## src/rtl/fp_add_pipe_if.sv

```systemverilog
// Operand/result handshake bundle for fp_add_pipe; the adder connects through the slave modport.
interface fp_add_pipe_if #(
   parameter int EXP_W = 5,
   parameter int MAN_W = 10
);
   localparam int W = 1 + EXP_W + MAN_W;

   logic         in_valid;
   logic         in_ready;
   logic         op_sub;
   logic [W-1:0] a;
   logic [W-1:0] b;
   logic         out_valid;
   logic         out_ready;
   logic [W-1:0] sum;
   logic         ovf;
   logic         zero;

   modport master (
      output in_valid, op_sub, a, b, out_ready,
      input  in_ready, out_valid, sum, ovf, zero
   );

   modport slave (
      input  in_valid, op_sub, a, b, out_ready,
      output in_ready, out_valid, sum, ovf, zero
   );
endinterface

```

## src/rtl/fp_add_pipe.sv

```systemverilog
// 3-stage pipelined floating-point adder/subtractor (align, add, normalize/round) with valid/ready.
// Define FP_ADD_RNE_EN for round-to-nearest-even; default build truncates toward zero.
module fp_add_pipe #(
   parameter int EXP_W = 5,
   parameter int MAN_W = 10
) (
   input  logic         clk,
   input  logic         rst_n,
   fp_add_pipe_if.slave bus
);
   localparam int W   = 1 + EXP_W + MAN_W;
   localparam int FW  = MAN_W + 4;
   localparam int LZW = $clog2(FW + 1);
   localparam int XW  = EXP_W + 2;
   localparam logic [EXP_W-1:0] EXP_ONES = '1;
`ifdef FP_ADD_RNE_EN
   localparam bit RNE = 1'b1;
`else
   localparam bit RNE = 1'b0;
`endif

   function automatic logic [LZW-1:0] count_lz(input logic [FW-1:0] v);
      count_lz = '0;
      for (int i = 0; i < FW; i++)
         if (v[i]) count_lz = LZW'(FW - 1 - i);
   endfunction

   logic v1, v2, v3, advance;
   assign advance       = ~(v3 & ~bus.out_ready);
   assign bus.in_ready  = advance;
   assign bus.out_valid = v3;

   logic             sa, sb, a_zero, b_zero, a_inf, b_inf, a_big;
   logic [EXP_W-1:0] ea, eb, ex, ey, diff;
   logic [MAN_W-1:0] ma, mb;
   logic             sx, sy, sticky, sp, sp_zero;
   logic [FW-1:0]    mx_full, my_full, my_al;
   logic [W-1:0]     sp_sum;

   assign sa     = bus.a[W-1];
   assign ea     = bus.a[W-2:MAN_W];
   assign ma     = bus.a[MAN_W-1:0];
   assign sb     = bus.b[W-1] ^ bus.op_sub;
   assign eb     = bus.b[W-2:MAN_W];
   assign mb     = bus.b[MAN_W-1:0];
   assign a_zero = (ea == '0);
   assign b_zero = (eb == '0);
   assign a_inf  = (ea == EXP_ONES);
   assign b_inf  = (eb == EXP_ONES);

   // Zero and infinity operands bypass the arithmetic and ride the pipe as a finished result.
   always_comb begin
      a_big   = {ea, ma} >= {eb, mb};
      sx      = a_big ? sa : sb;
      sy      = a_big ? sb : sa;
      ex      = a_big ? ea : eb;
      ey      = a_big ? eb : ea;
      mx_full = {1'b1, (a_big ? ma : mb), 3'b000};
      my_full = {1'b1, (a_big ? mb : ma), 3'b000};
      diff    = ex - ey;
      sticky  = |(my_full & ~({FW{1'b1}} << diff));
      my_al   = (my_full >> diff) | {{(FW-1){1'b0}}, sticky};
      sp      = 1'b1;
      sp_zero = 1'b0;
      sp_sum  = '0;
      if (a_inf | b_inf)
         sp_sum = {((a_inf & b_inf) ? (sa & sb) : (a_inf ? sa : sb)), EXP_ONES, {MAN_W{1'b0}}};
      else if (a_zero & b_zero) begin
         sp_sum  = {sa & sb, {(W-1){1'b0}}};
         sp_zero = 1'b1;
      end
      else if (a_zero)
         sp_sum = {sb, eb, mb};
      else if (b_zero)
         sp_sum = {sa, ea, ma};
      else
         sp = 1'b0;
   end

   logic             s1_sign, s1_sub, s1_sp, s1_sp_zero;
   logic [EXP_W-1:0] s1_exp;
   logic [FW-1:0]    s1_mx, s1_my;
   logic [W-1:0]     s1_sp_sum;
   logic             s2_sign, s2_sp, s2_sp_zero;
   logic [EXP_W-1:0] s2_exp;
   logic [FW:0]      s2_r;
   logic [W-1:0]     s2_sp_sum;

   logic [LZW-1:0]   lz;
   logic [XW-1:0]    ee;
   logic [FW-1:0]    m;
   logic             up;
   logic [MAN_W+1:0] rnd;
   logic [W-1:0]     res_sum;
   logic             res_ovf, res_zero;

   // Carry-out shifts right folding the lost bit into sticky; otherwise renormalise left.
   always_comb begin
      lz = count_lz(s2_r[FW-1:0]);
      if (s2_r[FW]) begin
         m  = {s2_r[FW:2], s2_r[1] | s2_r[0]};
         ee = {2'b00, s2_exp} + XW'(1);
      end
      else begin
         m  = s2_r[FW-1:0] << lz;
         ee = {2'b00, s2_exp} - {{(XW-LZW){1'b0}}, lz};
      end
      up  = RNE & m[2] & (m[1] | m[0] | m[3]);
      rnd = {1'b0, m[FW-1:3]} + {{(MAN_W+1){1'b0}}, up};
      if (rnd[MAN_W+1]) ee = ee + XW'(1);
      res_sum  = {s2_sign, ee[EXP_W-1:0], rnd[MAN_W-1:0]};
      res_ovf  = 1'b0;
      res_zero = 1'b0;
      if (s2_sp) begin
         res_sum  = s2_sp_sum;
         res_zero = s2_sp_zero;
      end
      else if (s2_r == '0) begin
         res_sum  = '0;
         res_zero = 1'b1;
      end
      else if (!ee[XW-1] && ee >= XW'((1 << EXP_W) - 1)) begin
         res_sum = {s2_sign, EXP_ONES, {MAN_W{1'b0}}};
         res_ovf = 1'b1;
      end
      else if (ee[XW-1] || ee == '0) begin
         res_sum  = '0;
         res_zero = 1'b1;
      end
   end

   // All three stages move together; a stalled output freezes the whole pipe.
   always_ff @(posedge clk or negedge rst_n) begin
      if (!rst_n) begin
         v1 <= 1'b0; v2 <= 1'b0; v3 <= 1'b0;
         s1_sign <= 1'b0; s1_sub <= 1'b0; s1_sp <= 1'b0; s1_sp_zero <= 1'b0;
         s1_exp <= '0; s1_mx <= '0; s1_my <= '0; s1_sp_sum <= '0;
         s2_sign <= 1'b0; s2_sp <= 1'b0; s2_sp_zero <= 1'b0;
         s2_exp <= '0; s2_r <= '0; s2_sp_sum <= '0;
         bus.sum <= '0; bus.ovf <= 1'b0; bus.zero <= 1'b0;
      end
      else if (advance) begin
         v1         <= bus.in_valid;
         v2         <= v1;
         v3         <= v2;
         s1_sign    <= sx;
         s1_sub     <= sx ^ sy;
         s1_exp     <= ex;
         s1_mx      <= mx_full;
         s1_my      <= my_al;
         s1_sp      <= sp;
         s1_sp_zero <= sp_zero;
         s1_sp_sum  <= sp_sum;
         s2_sign    <= s1_sign;
         s2_exp     <= s1_exp;
         s2_r       <= s1_sub ? ({1'b0, s1_mx} - {1'b0, s1_my}) : ({1'b0, s1_mx} + {1'b0, s1_my});
         s2_sp      <= s1_sp;
         s2_sp_zero <= s1_sp_zero;
         s2_sp_sum  <= s1_sp_sum;
         bus.sum    <= res_sum;
         bus.ovf    <= res_ovf;
         bus.zero   <= res_zero;
      end
   end
endmodule
```

## src/flat_wrapper.sv

```systemverilog
// flat-port wrapper written by rule: the top's interface ports become plain ports
module fp_add_pipe_flat 
#(
   parameter int EXP_W = 5,
   parameter int MAN_W = 10
)
  (clk, rst_n, bus_in_valid, bus_op_sub, bus_a, bus_b, bus_out_ready, bus_in_ready, bus_out_valid, bus_sum, bus_ovf, bus_zero);
  fp_add_pipe_if #(.EXP_W(EXP_W), .MAN_W(MAN_W)) bus_i ();
  input  logic clk;
  input  logic rst_n;
  input wire logic [$bits(bus_i.in_valid)-1:0] bus_in_valid;
  input wire logic [$bits(bus_i.op_sub)-1:0] bus_op_sub;
  input wire logic [$bits(bus_i.a)-1:0] bus_a;
  input wire logic [$bits(bus_i.b)-1:0] bus_b;
  input wire logic [$bits(bus_i.out_ready)-1:0] bus_out_ready;
  output wire logic [$bits(bus_i.in_ready)-1:0] bus_in_ready;
  output wire logic [$bits(bus_i.out_valid)-1:0] bus_out_valid;
  output wire logic [$bits(bus_i.sum)-1:0] bus_sum;
  output wire logic [$bits(bus_i.ovf)-1:0] bus_ovf;
  output wire logic [$bits(bus_i.zero)-1:0] bus_zero;
  assign bus_i.in_valid = bus_in_valid;
  assign bus_i.op_sub = bus_op_sub;
  assign bus_i.a = bus_a;
  assign bus_i.b = bus_b;
  assign bus_i.out_ready = bus_out_ready;
  assign bus_in_ready = bus_i.in_ready;
  assign bus_out_valid = bus_i.out_valid;
  assign bus_sum = bus_i.sum;
  assign bus_ovf = bus_i.ovf;
  assign bus_zero = bus_i.zero;
  fp_add_pipe #(.EXP_W(EXP_W), .MAN_W(MAN_W)) u_core (.clk(clk), .rst_n(rst_n), .bus(bus_i));
endmodule
```

## config.mk

```make
export PLATFORM = sky130hd
export DESIGN_NAME = fp_add_pipe_flat
export DESIGN_NICKNAME = d
export VERILOG_FILES = /design/src/rtl/fp_add_pipe_if.sv /design/src/rtl/fp_add_pipe.sv /design/src/flat_wrapper.sv
export SDC_FILE = /design/constraint.sdc
export NUM_CORES = 1
export LEC_CHECK = 0
export CORE_MARGIN = 2
export CORE_UTILIZATION = 55
export CTS_CLUSTER_SIZE = 8
export DETAILED_ROUTE_END_ITERATION = 7
export PLACE_DENSITY = 0.83
export SLEW_MARGIN = 10
export SYNTH_ARGS = -nofsm -noshare
export SYNTH_HDL_FRONTEND = slang
export SYNTH_SLANG_ARGS = --single-unit
```

## constraint.sdc

```tcl
create_clock -name clk -period 5.35 [get_ports clk]
set_clock_uncertainty 0.05 [all_clocks]
set_input_delay 1.07 -clock clk [delete_from_list [all_inputs] [get_ports clk]]
set_output_delay 1.07 -clock clk [all_outputs]
set_load 0.05 [all_outputs]
```

==> results.md <==
* H-tree Lvls at 3
* Mean Syn Cell Area at 8.385 µm²
* Yosys reg bits at 110
* Reg2Reg Depth at 12
* Final period util at 89.98%
* CP endpoint: u_core.s1_my[1]$_DFFE_PN0N_
* Slew HR at 36.48%
* Syn_nets at 1038
* Crit-path max FO at 7
* Worst R2R End: u_core.bus.sum[8]$_DFFE_PN0N_
* Pwr Total at 4.447 mW
* Minimum clock period at 4.814 ns
* Status: finished, final reports clean
* Worst Hold Path Cells at 2
* Element type at the critical path end: flip-flop
* Core area at 14370 µm²
* Fin nets at 1084
* Drt drc at 0
* Post-CTS Setup Inserts at 0
* Sink Count at 110
* Worst EP required at 5.56 ns
* Cell Pwr Density at 486.9 nW/µm²
* Cell area after placement at 8825 µm²
* Routed WL at 21260 µm
* Worst slack at placement at 0.2559 ns
* Post-Layout Inst Area at 9133 µm²
* TNS Setup at 0 ns
* Initial antenna violation count at 0
* Fin worst setup slack at 0.5358 ns
* Worst hold path type: flip-flop to flip-flop
* Util after Layout at 63.56%
* Leakage at 4.111 nW
* Post-DP HPWL at 15610 µm
* Vias in the first global route at 7010
* Clock Latency Late Sink at 0.35 ns
* Global route overflow at 0
* Crit Path Category: input port to flip-flop
* Global Route Usage Sum at 27.25%
* Startpoint types: input port
* Wire length per cell at 17.89 µm
* Hold Buf Count CTS at 0
* Layout cells sized above 1 at 8.865%
* Synthesis Warnings at 0
* EDFF count, synth at 0
* Gpl congestion at 0.9847
* TritonCTS clock tree: built
* RSZ-0062 raised after global routing: no
* Router iterations before antenna repair at 8
* Slew Viols, Final at 0
* Largest net degree at the start of global routing at 85
* Syn Inst Count at 955
* Worst-path clk slew at 0.07 ns
* Ys async rst share at 100.0%
* Cell Rows at 44
* Fmax at 207.7 MHz
* DR iter-0 viols at 772
* Remaining antenna violation count at 0
* Max_cap viols at 0
* Port Buf Inserts at 56
* Initial core utilization at 55.73%
* Post_cts resized at 0
* # IOs at 57
* Reg2reg start: u_core.s2_r[10]$_DFFE_PN0N_
* Cell Area, Synth at 8008 µm²
* Via count at 7440
* Distinct cells, synth at 82
* Die Y at 124.7 µm
* Clock Path Buffers at 2
* Register area share after synthesis at 34.37%
* Die area at 15540 µm²
* Final Hold Fails at 0
* Final setup fails at 0
* Die width at 124.7 µm
* Worst vdd ir at 0.0002415 V
* Crit path DAT at 5.03 ns
* Area growth, synth to finish at 14.05%
* First-pass GRT wire length at 35050 µm
* Total CTS buffers at 9
* CTS root buffer: clkbuf_16
* Main synth FF type: dfrtp_1
* Vias per cell at 6.263
* Critical path origin: bus_b[13]
* Tightest Pin Transition at 0.9528 ns
* R2R Setup Slk at 0.89 ns
* # diodes at 0
==> cells in the final DEF, fill, tap and decap left out, types with 8 or more instances in the layout <==
cell	synthesis	routed
inv_1	59	58
xnor2_1	13	13
mux2i_1	34	34
a22oi_1	13	13
mux4_2	9	9
nor4_1	10	10
a221oi_1	11	11
a31oi_1	25	25
o31ai_1	12	12
and3_1	13	13
mux2_2	11	11
or3_1	8	8
clkdlybuf4s50_1	0	55
nand2b_1	10	10
o21ai_0	63	63
nand3_1	13	13
a21oi_1	55	55
buf_4	1	30
dfrtp_1	110	110
o22ai_1	8	8
nand2_1	172	172
o211ai_1	8	8
ha_1	44	44
nor3_1	13	13
clkbuf_16	0	9
nor2_1	79	79
==> layer usage <==
| layer | vias up | GRT usage, % | routed length [µm] |
|---|---|---|---|
| met5 | - | 0 | 0 |
| met1 | 3531 | 37.59 | 9203 |
| met2 | 352 | 44.10 | 9999 |
| li1 | 3511 | - | - |
| met4 | 0 | 9.650 | 642 |
| met3 | 46 | 3.909 | 1410 |
==> worst min path at each step <==
stage,startpoint,endpoint
2_1_floorplan,u_core.v2$_DFFE_PN0N_,u_core.v2$_DFFE_PN0N_
3_3_place_gp,u_core.v2$_DFFE_PN0N_,u_core.v2$_DFFE_PN0N_
3_5_place_dp,u_core.s2_sp_sum[6]$_DFFE_PN0N_,u_core.s2_sp_sum[6]$_DFFE_PN0N_
4_1_cts,u_core.s2_sp_sum[6]$_DFFE_PN0N_,u_core.s2_sp_sum[6]$_DFFE_PN0N_
5_1_grt,u_core.s2_sp_sum[15]$_DFFE_PN0N_,u_core.s2_sp_sum[15]$_DFFE_PN0N_
6_report,u_core.s2_sp_sum[6]$_DFFE_PN0N_,u_core.s2_sp_sum[6]$_DFFE_PN0N_
==> worst max-delay path: stages <==
cell	delay [ns]
clkdlybuf4s50_1	0.56
inv_1	0.12
ha_1	0.41
o21ai_0	0.22
nor2_1	0.09
or3_4	0.41
nor3_4	0.23
mux2i_1	0.21
ha_1	0.31
nor2_1	0.07
a32oi_1	0.18
a21boi_1	0.27
nand2_2	0.12
mux2i_1	0.15
mux4_2	0.47
o22ai_2	0.11
==> power breakdown <==
group / leakage (nW) / total, mW / internal [mW] / switching, mW
Combinational: 2.57 / 2.34 / 0.944 / 1.40
Sequential: 1.38 / 1.39 / 1.08 / 0.312
Clock: 0.152 / 0.715 / 0.408 / 0.307
==> stage by stage <==
stage	std cells	hold slack, ns
after global routing	1188	0.4364
after CTS	1188	0.4164
after detailed placement	1174	0.4004
after floorplan	955	0.3800
final	1188	0.4223
after global placement	1174	0.3903
==> cells in the mapped netlist, drive strengths merged (14+ instances only) <==
master  number  share of area, %
nand2      175               8.4
dfrtp      110                34
nor2        79               3.7
o21ai       64               4.0
inv         59               2.8
a21oi       55               3.4
ha          44               6.9
clkbuf      38               1.8
mux2i       34               4.3
a31oi       25               2.0
nor3        15               1.1
nand3       14               1.0
==> cell families (layout without fill, tap and decap cells) <==
logic type / count (synthesis) / after routing / synth area share [%]
and+or+nand+nor: 357 / 357 / 20.44
DFF: 110 / 110 / 34.37
adders and majority gates: 46 / 46 / 7.375
xor gates and xnor gates: 16 / 16 / 1.750
AOI/OAI and AO/OA: 261 / 261 / 22.06
muxes: 55 / 55 / 8.656
buffers and inverters: 110 / 159 / 5.344
==> state kept, by name, summed over array words and instances, names as in the netlist, 5 cells and up <==
register / count
u_core.bus.sum: 16
u_core.s1_exp: 5
u_core.s1_mx: 11
u_core.s1_my: 14
u_core.s1_sp_sum: 16
u_core.s2_exp: 5
u_core.s2_r: 15
u_core.s2_sp_sum: 16
==> area by class of cell <==
type	count	area, µm²
clock buffers	9	225.2
clock inverters	5	82.58
fillers	1183	5236
inverters	60	225.2
multi-input cells	735	4841
flip-flops and latches	110	2753
well taps	184	230.2
repair buffers	85	775.7
No activity file was read; power rests on OpenSTA's default activity.
